### src/rtl/multicycle_controller.sv
// rtl/multicycle_controller.sv - multicycle ARM-subset control unit: state register plus combinational decode
// Outputs depend only on the registered state and the current instruction fields.
module multicycle_controller (
    input  logic       clk,
    input  logic       reset,
    input  logic [1:0] Op,
    input  logic [5:0] Funct,
    input  logic [3:0] Rd,
    input  logic       CondEx,
    output logic       PCWrite,
    output logic       IRWrite,
    output logic       RegWrite,
    output logic       MemWrite,
    output logic       AdrSrc,
    output logic       ALUSrcA,
    output logic [1:0] ALUSrcB,
    output logic [1:0] ResultSrc,
    output logic [1:0] ALUControl,
    output logic [1:0] ImmSrc,
    output logic [1:0] RegSrc,
    output logic [1:0] FlagWrite,
    output logic [3:0] State
);

    typedef enum logic [3:0] {
        S_FETCH  = 4'd0,
        S_DECODE = 4'd1,
        S_MEMADR = 4'd2,
        S_MEMRD  = 4'd3,
        S_MEMWB  = 4'd4,
        S_MEMWR  = 4'd5,
        S_EXECR  = 4'd6,
        S_EXECI  = 4'd7,
        S_ALUWB  = 4'd8,
        S_BRANCH = 4'd9
    } state_t;

    state_t     r_state;
    state_t     w_next;
    logic [3:0] w_cmd;
    logic       w_is_cmp;
    logic       w_pc_dest;
    logic       w_pcw, w_irw, w_rw, w_mw;
    logic [1:0] w_fw;

    assign w_cmd     = Funct[4:1];
    assign w_is_cmp  = (w_cmd == 4'b1010);
    assign w_pc_dest = (Rd == 4'b1111);

    always_ff @(posedge clk or posedge reset) begin
        if (reset) r_state <= S_FETCH;
        else       r_state <= w_next;
    end

    always_comb begin
        w_next     = S_FETCH;
        w_pcw      = 1'b0;
        w_irw      = 1'b0;
        w_rw       = 1'b0;
        w_mw       = 1'b0;
        w_fw       = 2'b00;
        AdrSrc     = 1'b0;
        ALUSrcA    = 1'b0;
        ALUSrcB    = 2'b00;
        ResultSrc  = 2'b00;
        ALUControl = 2'b00;
        case (r_state)
            S_FETCH: begin
                w_next    = S_DECODE;
                w_irw     = 1'b1;
                w_pcw     = 1'b1;
                ALUSrcA   = 1'b1;
                ALUSrcB   = 2'b10;
                ResultSrc = 2'b10;
            end
            S_DECODE: begin
                ALUSrcA   = 1'b1;
                ALUSrcB   = 2'b10;
                ResultSrc = 2'b10;
                case (Op)
                    2'b00:   w_next = Funct[5] ? S_EXECI : S_EXECR;
                    2'b01:   w_next = S_MEMADR;
                    2'b10:   w_next = S_BRANCH;
                    default: w_next = S_FETCH;
                endcase
            end
            S_MEMADR: begin
                w_next  = Funct[0] ? S_MEMRD : S_MEMWR;
                ALUSrcB = 2'b01;
            end
            S_MEMRD: begin
                w_next = S_MEMWB;
                AdrSrc = 1'b1;
            end
            S_MEMWB: begin
                ResultSrc = 2'b01;
                w_rw      = CondEx;
                w_pcw     = CondEx & w_pc_dest;
            end
            S_MEMWR: begin
                AdrSrc = 1'b1;
                w_mw   = CondEx;
            end
            S_EXECR, S_EXECI: begin
                w_next  = w_is_cmp ? S_FETCH : S_ALUWB;
                ALUSrcB = (r_state == S_EXECI) ? 2'b01 : 2'b00;
                case (w_cmd)
                    4'b0010, 4'b1010: ALUControl = 2'b01;
                    4'b0000:          ALUControl = 2'b10;
                    4'b1100:          ALUControl = 2'b11;
                    default:          ALUControl = 2'b00;
                endcase
                // C,V only follow arithmetic ops; N,Z follow every flag-setting op
                if (Funct[0] && CondEx)
                    w_fw = {(w_cmd == 4'b0100) || (w_cmd == 4'b0010) || w_is_cmp, 1'b1};
            end
            S_ALUWB: begin
                w_rw  = CondEx;
                w_pcw = CondEx & w_pc_dest;
            end
            S_BRANCH: begin
                ALUSrcB   = 2'b01;
                ResultSrc = 2'b10;
                w_pcw     = CondEx;
            end
            default: w_next = S_FETCH;
        endcase
    end

    // State is forced to FETCH asynchronously, so only the enables need masking
    assign PCWrite   = w_pcw & ~reset;
    assign IRWrite   = w_irw & ~reset;
    assign RegWrite  = w_rw & ~reset;
    assign MemWrite  = w_mw & ~reset;
    assign FlagWrite = w_fw & {2{~reset}};
    assign ImmSrc    = Op;
    assign RegSrc    = {Op == 2'b01, Op == 2'b10};
    assign State     = r_state;

endmodule

### config.mk
export PLATFORM = sky130hd
export DESIGN_NAME = multicycle_controller
export DESIGN_NICKNAME = d
export VERILOG_FILES = /design/src/rtl/multicycle_controller.sv
export SDC_FILE = /design/constraint.sdc
export NUM_CORES = 1
export LEC_CHECK = 0
export CAP_MARGIN = 15
export CORE_MARGIN = 2
export CORE_UTILIZATION = 34
export DETAILED_ROUTE_END_ITERATION = 12
export GPL_TIMING_DRIVEN = 0
export PLACE_DENSITY_LB_ADDON = 0.08
export RECOVER_POWER = 100
export SETUP_SLACK_MARGIN = 0.05
export SLEW_MARGIN = 20
export SYNTH_ARGS = -nofsm -noshare
export SYNTH_HDL_FRONTEND = slang
export SYNTH_SLANG_ARGS = --single-unit
### constraint.sdc
create_clock -name clk -period 3.4 [get_ports clk]
set_input_delay 0.51 -clock clk [delete_from_list [all_inputs] [get_ports clk]]
set_output_delay 0.51 -clock clk [all_outputs]
set_load 0.05 [all_outputs]
==> results of run 1 <==
worst min-delay path: cells and delay by family (launching register included):
family / cells / cell delay [ns]
flops: 1 / 0.36
compound gates: 1 / 0.05
buf+inv: 1 / 0.14
through the flow:
stage               power, mW  instances
detailed placement      0.806        113
finish                  0.833        116
floorplan               0.592         62
global route            0.885        116
global placement        0.799        113
CTS                     0.869        116
power by group through the flow:
| stage | combinational (mW) | sequential, mW | clock [mW] |
|---|---|---|---|
| floorplan | 0.434 | 0.159 | 0 |
| global placement | 0.707 | 0.0920 | 0 |
| detailed placement | 0.714 | 0.0924 | 0 |
| CTS | 0.713 | 0.0924 | 0.0633 |
| global route | 0.724 | 0.0947 | 0.0672 |
| finish | 0.679 | 0.0926 | 0.0617 |
synth_stat cells:
cell      count
a21oi_1       6
nand4b_1      1
or3b_4        1
nor4_1        3
nand3_1       1
nor2b_1       2
o311ai_0      1
and2_1        1
a31oi_1       1
nor3b_1       1
or3_1         1
nand2b_2      1
inv_1         4
and4_1        1
nand2b_4      1
nand2b_1      2
a32o_1        1
xor2_1        2
nor2_1        4
buf_2         2
nand2_1       2
nor3_2        1
buf_4         4
buf_6         1
xnor2_1       2
o21ai_0       3
nand3b_1      1
dfrtp_1       4
o22ai_1       1
or2_2         2
or3b_2        1
nor3_1        3
worst max-delay path by stage:
stage                               to  slack [ns]  cells past startpoint
final                     FlagWrite[1]        0.21                      5
after global routing      FlagWrite[1]        0.15                      5
after CTS                 FlagWrite[1]        0.34                      5
after detailed placement  FlagWrite[1]        0.34                      5
after global placement    FlagWrite[1]        0.34                      5
after floorplan           FlagWrite[1]        0.23                      4
cell type report:
type                       count  area, µm²  area share, %
tap                           15       18.8           2.13
clock buffer                   3       22.5           2.55
timing repair buffer          36        360           40.9
multi-input combinational     47        314           35.6
sequential                     4        100           11.3
buffer                         7       51.3           5.82
inverter                       4       15.0           1.70
layer usage:
layer	track usage, %	share of wire (%)
met4	4.84	0.29
met3	6.38	5.9
met1	23.7	43
met2	28.9	51
met5	0	0
placed cells by master (no fill, tap or decap), types with 2 or more instances in the layout:
| master | instances |
|---|---|
| a21oi_1 | 6 |
| buf_2 | 2 |
| buf_4 | 4 |
| clkbuf_4 | 3 |
| clkdlybuf4s50_1 | 11 |
| dfrtp_1 | 4 |
| dlygate4sd3_1 | 25 |
| inv_1 | 4 |
| nand2_1 | 2 |
| nand2b_1 | 2 |
| nor2_1 | 4 |
| nor2b_1 | 2 |
| nor3_1 | 3 |
| nor4_1 | 2 |
| o21ai_0 | 3 |
| or2_2 | 2 |
| xnor2_1 | 2 |
| xor2_1 | 2 |
cell families after synthesis:
group	synth area share [%]
buffers and inverters	14.0
flip-flops	21.1
AO/OA/AOI/OAI	16.1
XOR/XNOR	7.39
AND/OR/NAND/NOR	41.4
==> flow_metrics.env, run 1 <==
export IMPL_max_slew_margin_pct=65.9
export IMPL_holdPathEnd="State[3]"
export IMPL_power_leakage_nw=0.387
export IMPL_rsz0062_at_grt="false"
export IMPL_dr_pass1_iters=4
export IMPL_fmax_mhz=313
export IMPL_max_stage_delay_ns=0.86
export IMPL_dpl_cell_area_um2=860
export IMPL_syn_area_per_cell_um2=7.65
export IMPL_rows=13
export IMPL_layout_nets=118
export IMPL_yosysTopAreaCell="dfrtp_1"
export IMPL_largest_reg_flops=4
export IMPL_final_util_pct=67.8
export IMPL_first_global_vias=470
export IMPL_final_hold_violation_count=0
export IMPL_synth_area_leaders="dfrtp_1, a21oi_1, buf_4"
export IMPL_core_area_um2=1300
export IMPL_post_route_min_period_ns=3.19
export IMPL_ctsLongestPathBuffers=2
export IMPL_antenna_found_initial=0
export IMPL_required_ns=2.89
export IMPL_p_clk_share_pct=7.4
export IMPL_drtIter0Drc=9
export IMPL_h_tree_depth=1
export IMPL_critPathKind="in -> out"
export IMPL_place_hpwl_um=1130
export IMPL_r2r_slack_ns=2.26
export IMPL_synth_top_area_share_pct=21.1
export IMPL_setup_viol=0
export IMPL_die_w_um=41.3
export IMPL_whs_ns=0.598
export IMPL_pwr_share_seq_pct=11.1
export IMPL_arrival_ns=2.68
export IMPL_reg2reg_from="State[0]"
export IMPL_cts_tree="built"
export IMPL_hp_class="reg -> reg"
export IMPL_fin_crit_sh_pct=93.9
export IMPL_r2r_cells=3
export IMPL_finClkSkew_ns=0.00670
export IMPL_clock_sinks=4
export IMPL_path_cells="dlygate4sd3_1 > or3b_2 > a21oi_1 > and2_1 > dlygate4sd3_1"
export IMPL_peakVddDrop_uv=636
export IMPL_hold_start="State[3]"
export IMPL_synth_seq_cells=4
export IMPL_ant_nets=0
export IMPL_drv_slew=0
export IMPL_critPathBufInv=2
export IMPL_die_h_um=41.3
export IMPL_switching_share_pct=59.8
export IMPL_routedWlPerCell_um=11.7
export IMPL_tns_ns=0
export IMPL_num_io_pins=37
export IMPL_start_kind="primary input"
export IMPL_crit_slowest_cell="dlygate4sd3_1"
export IMPL_post_cts_resize_count=0
export IMPL_syn_to_final_growth_pct=86.0
export IMPL_grt_total_usage_pct=18.3
export IMPL_setup_ws_ns=0.207
export IMPL_drc=0
export IMPL_wl_um=1360
export IMPL_antennaDiodeCount=0
export IMPL_initial_core_util_pct=36.4
export IMPL_synth_cell_types=32
export IMPL_fp_dieArea_um2=1710
export IMPL_outcome="completed"
export IMPL_worst_pin_slew_ns=0.509
export IMPL_yosysSeqAreaShare_pct=21.1
export IMPL_post_cts_buffers=0
export IMPL_cp_end_kind="output pin"
export IMPL_grt_pass1_wl_um=2010
export IMPL_synthCells=62
export IMPL_portBuffers=36
export IMPL_path_clk_slew_ns=0.04
export IMPL_yosys_warnings=0
export IMPL_clk_latency_ns=0.24
export IMPL_drive_above_1_share_pct=17.8
export IMPL_power_switching_mw=0.499
export IMPL_power_density_nw_per_um2=945
export IMPL_final_area_um2=882
export IMPL_gp_congestion=0.795
export IMPL_overflow=0
export IMPL_vias=590
export IMPL_r2r_end="State[2]"
export IMPL_dp_slack_ns=0.337
export IMPL_numCtsBuffers=3
export IMPL_root_buffer="clkbuf_4"
export IMPL_vias_per_cell=5.09
export IMPL_drv_cap=0
export IMPL_grt_start_max_net_pins=11
export IMPL_holdPathStages=2
export IMPL_cp_top_family="buffers and inverters"
export IMPL_combPwrFrac_pct=81.5
export IMPL_netlist_area_um2=474
export IMPL_synth_nets=77
export IMPL_worstPathMaxFanout=4
export IMPL_num_fill_cells=117
export IMPL_cp_common_cell="dlygate4sd3_1"
export IMPL_critPathLaunch="Funct[3]"
export IMPL_postCtsHoldBufs=0
export IMPL_p_int_mw=0.335
Power figures use the tool's default switching activity.
==> run 2, diff against run 1 <==
--- a/config.mk
+++ b/config.mk
@@ -6,7 +6,7 @@
 export NUM_CORES = 1
 export LEC_CHECK = 0
 export CAP_MARGIN = 15
-export CORE_MARGIN = 2
+export CORE_MARGIN = 10
 export CORE_UTILIZATION = 34
 export DETAILED_ROUTE_END_ITERATION = 12
 export GPL_TIMING_DRIVEN = 0
==> run 2 against run 1 <==
  * Sequential share of layout area did not move
  * Global-route usage fell by 7.8 points
  * Critical path depth did not move
  * First-iteration DRC count fell by 78%
==> flow_metrics.env, run 2 (synthesized netlist as in run 1, its figures left out) <==
export IMPL_whs_ns=0.606
export IMPL_required_ns=2.89
export IMPL_dr_pass1_iters=4
export IMPL_gp_congestion=0.796
export IMPL_drv_slew=0
export IMPL_grt_total_usage_pct=10.6
export IMPL_finClkSkew_ns=0.00848
export IMPL_setup_viol=0
export IMPL_routedWlPerCell_um=14.5
export IMPL_drv_cap=0
export IMPL_peakVddDrop_uv=616
export IMPL_cp_end_kind="output pin"
export IMPL_grt_pass1_wl_um=2840
export IMPL_final_hold_violation_count=0
export IMPL_place_hpwl_um=1430
export IMPL_power_leakage_nw=0.387
export IMPL_root_buffer="clkbuf_4"
export IMPL_final_cells=116
export IMPL_numCtsBuffers=3
export IMPL_fin_crit_sh_pct=93.9
export IMPL_initial_core_util_pct=36.4
export IMPL_die_w_um=57.3
export IMPL_syn_to_final_growth_pct=86.0
export IMPL_h_tree_depth=1
export IMPL_vias=581
export IMPL_drive_above_1_share_pct=17.8
export IMPL_fp_dieArea_um2=3290
export IMPL_post_cts_resize_count=0
export IMPL_grtUsageMet3_pct=4.87
export IMPL_start_kind="primary input"
export IMPL_antennaDiodeCount=0
export IMPL_regArea_um2=100
export IMPL_met2_usage_pct=19.8
export IMPL_dpl_cell_area_um2=860
export IMPL_busiest_layer="met2"
export IMPL_outcome="completed"
export IMPL_die_h_um=57.3
export IMPL_post_cts_buffers=0
export IMPL_post_route_min_period_ns=3.19
export IMPL_critPathKind="in -> out"
export IMPL_num_fill_cells=121
export IMPL_num_io_pins=37
export IMPL_worst_pin_slew_ns=0.517
export IMPL_core_area_um2=1300
export IMPL_ant_nets=0
export IMPL_largest_reg_flops=4
export IMPL_power_density_nw_per_um2=946
export IMPL_ctsLongestPathBuffers=2
export IMPL_grt_start_max_net_pins=11
export IMPL_dp_cells=113
export IMPL_worstPathMaxFanout=4
export IMPL_final_area_um2=882
export IMPL_multiInputGateArea_um2=314
export IMPL_tns_ns=0
export IMPL_hp_class="reg -> reg"
export IMPL_rsz0062_at_grt="false"
export IMPL_clock_sinks=4
export IMPL_reg2reg_from="State[1]"
export IMPL_postCtsHoldBufs=0
export IMPL_portBuffers=36
export IMPL_arrival_ns=2.68
export IMPL_cts_tree="built"
export IMPL_drtIter0Drc=2
export IMPL_hold_start="State[3]"
export IMPL_overflow=0
export IMPL_max_slew_margin_pct=65.4
export IMPL_rows=13
export IMPL_vias_per_cell=5.01
export IMPL_globalRouteMet1Util_pct=8.92
export IMPL_path_clk_slew_ns=0.03
export IMPL_critPathLaunch="Funct[3]"
export IMPL_final_common_cell="dlygate4sd3_1"
export IMPL_drc=0
export IMPL_first_global_vias=644
export IMPL_wl_um=1680
export IMPL_antenna_found_initial=0
export IMPL_fmax_mhz=313
export IMPL_layout_common_cells="dlygate4sd3_1, clkdlybuf4s50_1, a21oi_1"
export IMPL_layout_nets=118
export IMPL_clk_latency_ns=0.24
## run 2: cell counts in the layout (fill, tap and decap cells not counted)
Identical to the previous run, type by type.
## run 2: where the power goes
| part | leakage, nW | internal [mW] | switching (mW) |
|---|---|---|---|
| Combinational | 0.321 | 0.227 | 0.457 |
| Sequential | 0.0517 | 0.0681 | 0.0236 |
| Clock | 0.0138 | 0.0395 | 0.0195 |
## run 2: area by class of cell
cell class / instances / area share (%)
repair buffers: 36 / 40.9
plain buffers: 7 / 5.82
inverters: 4 / 1.70
clock buffers: 3 / 2.55
well taps: 15 / 2.13
multi-input cells: 47 / 35.6
flip-flops and latches: 4 / 11.3
## run 2: per-stage QoR
step | utilization (%) | worst slack (ns) | power (mW)
after floorplan | - | 0.226 | 0.592
after global placement | 66.1 | 0.332 | 0.808
after detailed placement | 66.1 | 0.324 | 0.814
after CTS | 67.8 | 0.325 | 0.879
after global routing | 67.8 | 0.141 | 0.889
final | 67.8 | 0.207 | 0.834
## run 2: worst max-delay path, stage by stage
cell and delay (ns):
dlygate4sd3_1 0.59, or3b_2 0.45, a21oi_1 0.14, and2_1 0.12, dlygate4sd3_1 0.87
## run 2: worst paths after layout
| path | to | slack, ns | cells past startpoint |
|---|---|---|---|
| max in group asynchronous | State[3] | 2.56 | 2 |
| worst min-delay path | State[3] | 0.61 | 2 |
| min in group asynchronous | State[0] | 0.67 | 2 |
| worst max register to register | State[3] | 2.23 | 3 |
| worst max-delay path | FlagWrite[1] | 0.21 | 5 |
| worst min register to register | State[3] | 0.61 | 2 |
## run 2: metal layers
| layer | up-vias | part of all wire [%] | routed length (µm) |
|---|---|---|---|
| met5 | - | 0 | 0 |
| met1 | 261 | 36 | 607 |
| met3 | 2 | 9.3 | 156 |
| met4 | 0 | 0.71 | 12 |
| li1 | 296 | - | - |
| met2 | 22 | 54 | 903 |
==> patch, RTL diff (config.mk and constraints of run 2) <==
Make the reset (`reset`) synchronous in one clocked block. Comments in the files are not updated.
--- a/src/rtl/multicycle_controller.sv
+++ b/src/rtl/multicycle_controller.sv
@@ -49,3 +49,3 @@
 
-    always_ff @(posedge clk or posedge reset) begin
+    always_ff @(posedge clk) begin
         if (reset) r_state <= S_FETCH;
Check against the original RTL: differs if reset is asserted again (counterexample within 4 cycles, from zero or initial values and one cycle with reset high); with reset held inactive, the same outputs for 10 cycles.
==> patch against run 2 <==
Design area up 2.4%; cell count is 1.7% lower; synthesized area increased by 6.9%; wire length increased by 7.1%; sequential cell count unchanged; setup slack gained 62 ps.
Power is left out: it rests on default switching activity, and per cell area and clock period it moved more than threefold.
==> patch: results (changes against run 2) <==
DRT
---------------------------------------------------------------------------------
DRC violation total after the first TritonRoute iteration                       8   was 2
Vias after detailed routing                                                   608   was 581
Length of the first detailed-routing pass in iterations                         4   unchanged
Sum of routed wire length over all layers                                 1.80 mm   was 1.68 mm

PLACED DESIGN
---------------------------------------------------------------------------------
Routability cong.                                                           0.843   was 0.796
PortBufs                                                                       36   unchanged
HPWL Detailed                                                             1.50 mm   was 1.43 mm
Placement-stage worst setup slack                                          353 ps   was 324 ps

WORST HOLD PATH
---------------------------------------------------------------------------------
Hold WC Path Type                                                         reg2reg   unchanged

CTS
---------------------------------------------------------------------------------
Inserted Clock Buffers                                                          3   unchanged
Post-CTS setup repair buffer count                                              0   unchanged
CTS-repair resized insts                                                        0   unchanged
Register clock-pin slew on the reported worst setup and hold paths          40 ps
Deepest level of the CTS H-tree                                                 1   unchanged
Maximum clock insertion buffer count                                            2   unchanged
Clock latency reported for the late side of the worst-skew pair            230 ps
Master cell of the clock root buffer                                 sky130_fd_sc_hd__clkbuf_4   unchanged

LAYOUT
---------------------------------------------------------------------------------
Antenna diode count                                                             0   unchanged
Share of cells above drive strength 1                                       0.202   was 0.178
Number of flip-flops in the largest register                                    4   unchanged
Net total in the final layout                                                 116   was 118

SETUP PATH
---------------------------------------------------------------------------------
Data arrival time of the critical path                                    2620 ps   was 2680 ps
Maximum fanout along the worst path                                             4   unchanged

SYNTH
---------------------------------------------------------------------------------
Predominant post-synthesis flop cell                                 sky130_fd_sc_hd__dfxtp_1   was sky130_fd_sc_hd__dfrtp_1
Leading post-synthesis cells by cell area                            sky130_fd_sc_hd__dfxtp_1, sky130_fd_sc_hd__nand2b_4, sky130_fd_sc_hd__nor3_2   was sky130_fd_sc_hd__dfrtp_1, sky130_fd_sc_hd__a21oi_1, sky130_fd_sc_hd__buf_4
Net count after synthesis                                                      75   was 77
Number of warnings reported in the yosys synthesis log                          0   unchanged
Most numerous cell types in the synthesized netlist                  sky130_fd_sc_hd__nor3_1, sky130_fd_sc_hd__buf_4, sky130_fd_sc_hd__dfxtp_1, sky130_fd_sc_hd__nor2_1, sky130_fd_sc_hd__nor2b_1   was sky130_fd_sc_hd__a21oi_1, sky130_fd_sc_hd__buf_4, sky130_fd_sc_hd__dfrtp_1, sky130_fd_sc_hd__inv_1, sky130_fd_sc_hd__nor2_1
Yosys cell types                                                               31   was 32
Post-synthesis async set-or-reset flop share                                    0   was 1.00
Post-synthesis sequential area ratio                                        0.158   was 0.211

TIMING
---------------------------------------------------------------------------------
Final Max Slew Viols                                                            0   unchanged
Slew at the pin closest to its max-slew limit                              520 ps   was 517 ps
Clock skew after layout                                                   2.83 ps   was 8.48 ps

GLOBAL ROUTING
---------------------------------------------------------------------------------
Number of global-route vias before repair                                     661   was 644
Global-route usage over all layers                                          0.107   was 0.106
Number of antenna violations at the first check in global routing               0   unchanged
Maximum number of pins on one net before global-route repair                   11   unchanged
First-pass GRT wire length                                                2.97 mm   was 2.84 mm

OUTCOME
---------------------------------------------------------------------------------
Run status                                                           complete, no violations   unchanged

-- patch: cell count changes in the layout (fill, tap and decap cells not counted), sizes merged, moves of 3 or more --
cell	change
a21oi	-3
dfxtp	+4
dfrtp	-4
nor3	+4
-- patch: layout make-up --
cell class / count / area, um2
plain buffers: 7 / 45.0
clock buffers: 3 / 22.5
fillers: 123 / 447
inverters: 2 / 7.51
multi-input cells: 47 / 369
flip-flops and latches: 4 / 80.1
well taps: 15 / 18.8
repair buffers: 36 / 360
-- patch: per-layer routing --
metal / share of wire / vias up / global-route usage / wire [um]
li1: - / 298 / - / -
met1: 0.38 / 272 / 0.102 / 686
met3: 0.15 / 4 / 0.0773 / 273
met5: 0 / - / 0 / 0
met4: 0.019 / 0 / 0.0426 / 34
met2: 0.45 / 34 / 0.173 / 805
-- patch: kinds of logic after synthesis --
kind of cell    after synthesis  share of synthesized area
simple gates                 31                      0.452
compound gates               13                      0.235
buf+inv                       9                      0.104
flops                         4                      0.158
xor+xnor                      3                     0.0519
-- patch: final timing paths --
path | start | to | slack, ps | depth (start not counted)
worst max-delay path | reset | PCWrite | 270 | 5
worst min-delay path | State[1] | State[3] | 630 | 2
worst max register to register | State[3] | State[1] | 2150 | 3
worst min register to register | State[1] | State[3] | 630 | 2
-- patch: metrics by stage --
| step | std cells | hold slack, ps | instance area (um2) |
|---|---|---|---|
| after CTS | 114 | 634 | 908 |
| after global placement | 111 | 603 | 886 |
| final | 114 | 631 | 903 |
| after detailed placement | 111 | 639 | 886 |
| after global routing | 114 | 670 | 903 |
| after floorplan | 60 | 590 | 507 |
-- patch: critical path: stages --
cell	delay [ps]
sky130_fd_sc_hd__dlygate4sd3_1	600
sky130_fd_sc_hd__nand2b_4	190
sky130_fd_sc_hd__a2111oi_4	340
sky130_fd_sc_hd__a22o_1	190
sky130_fd_sc_hd__clkdlybuf4s50_1	800
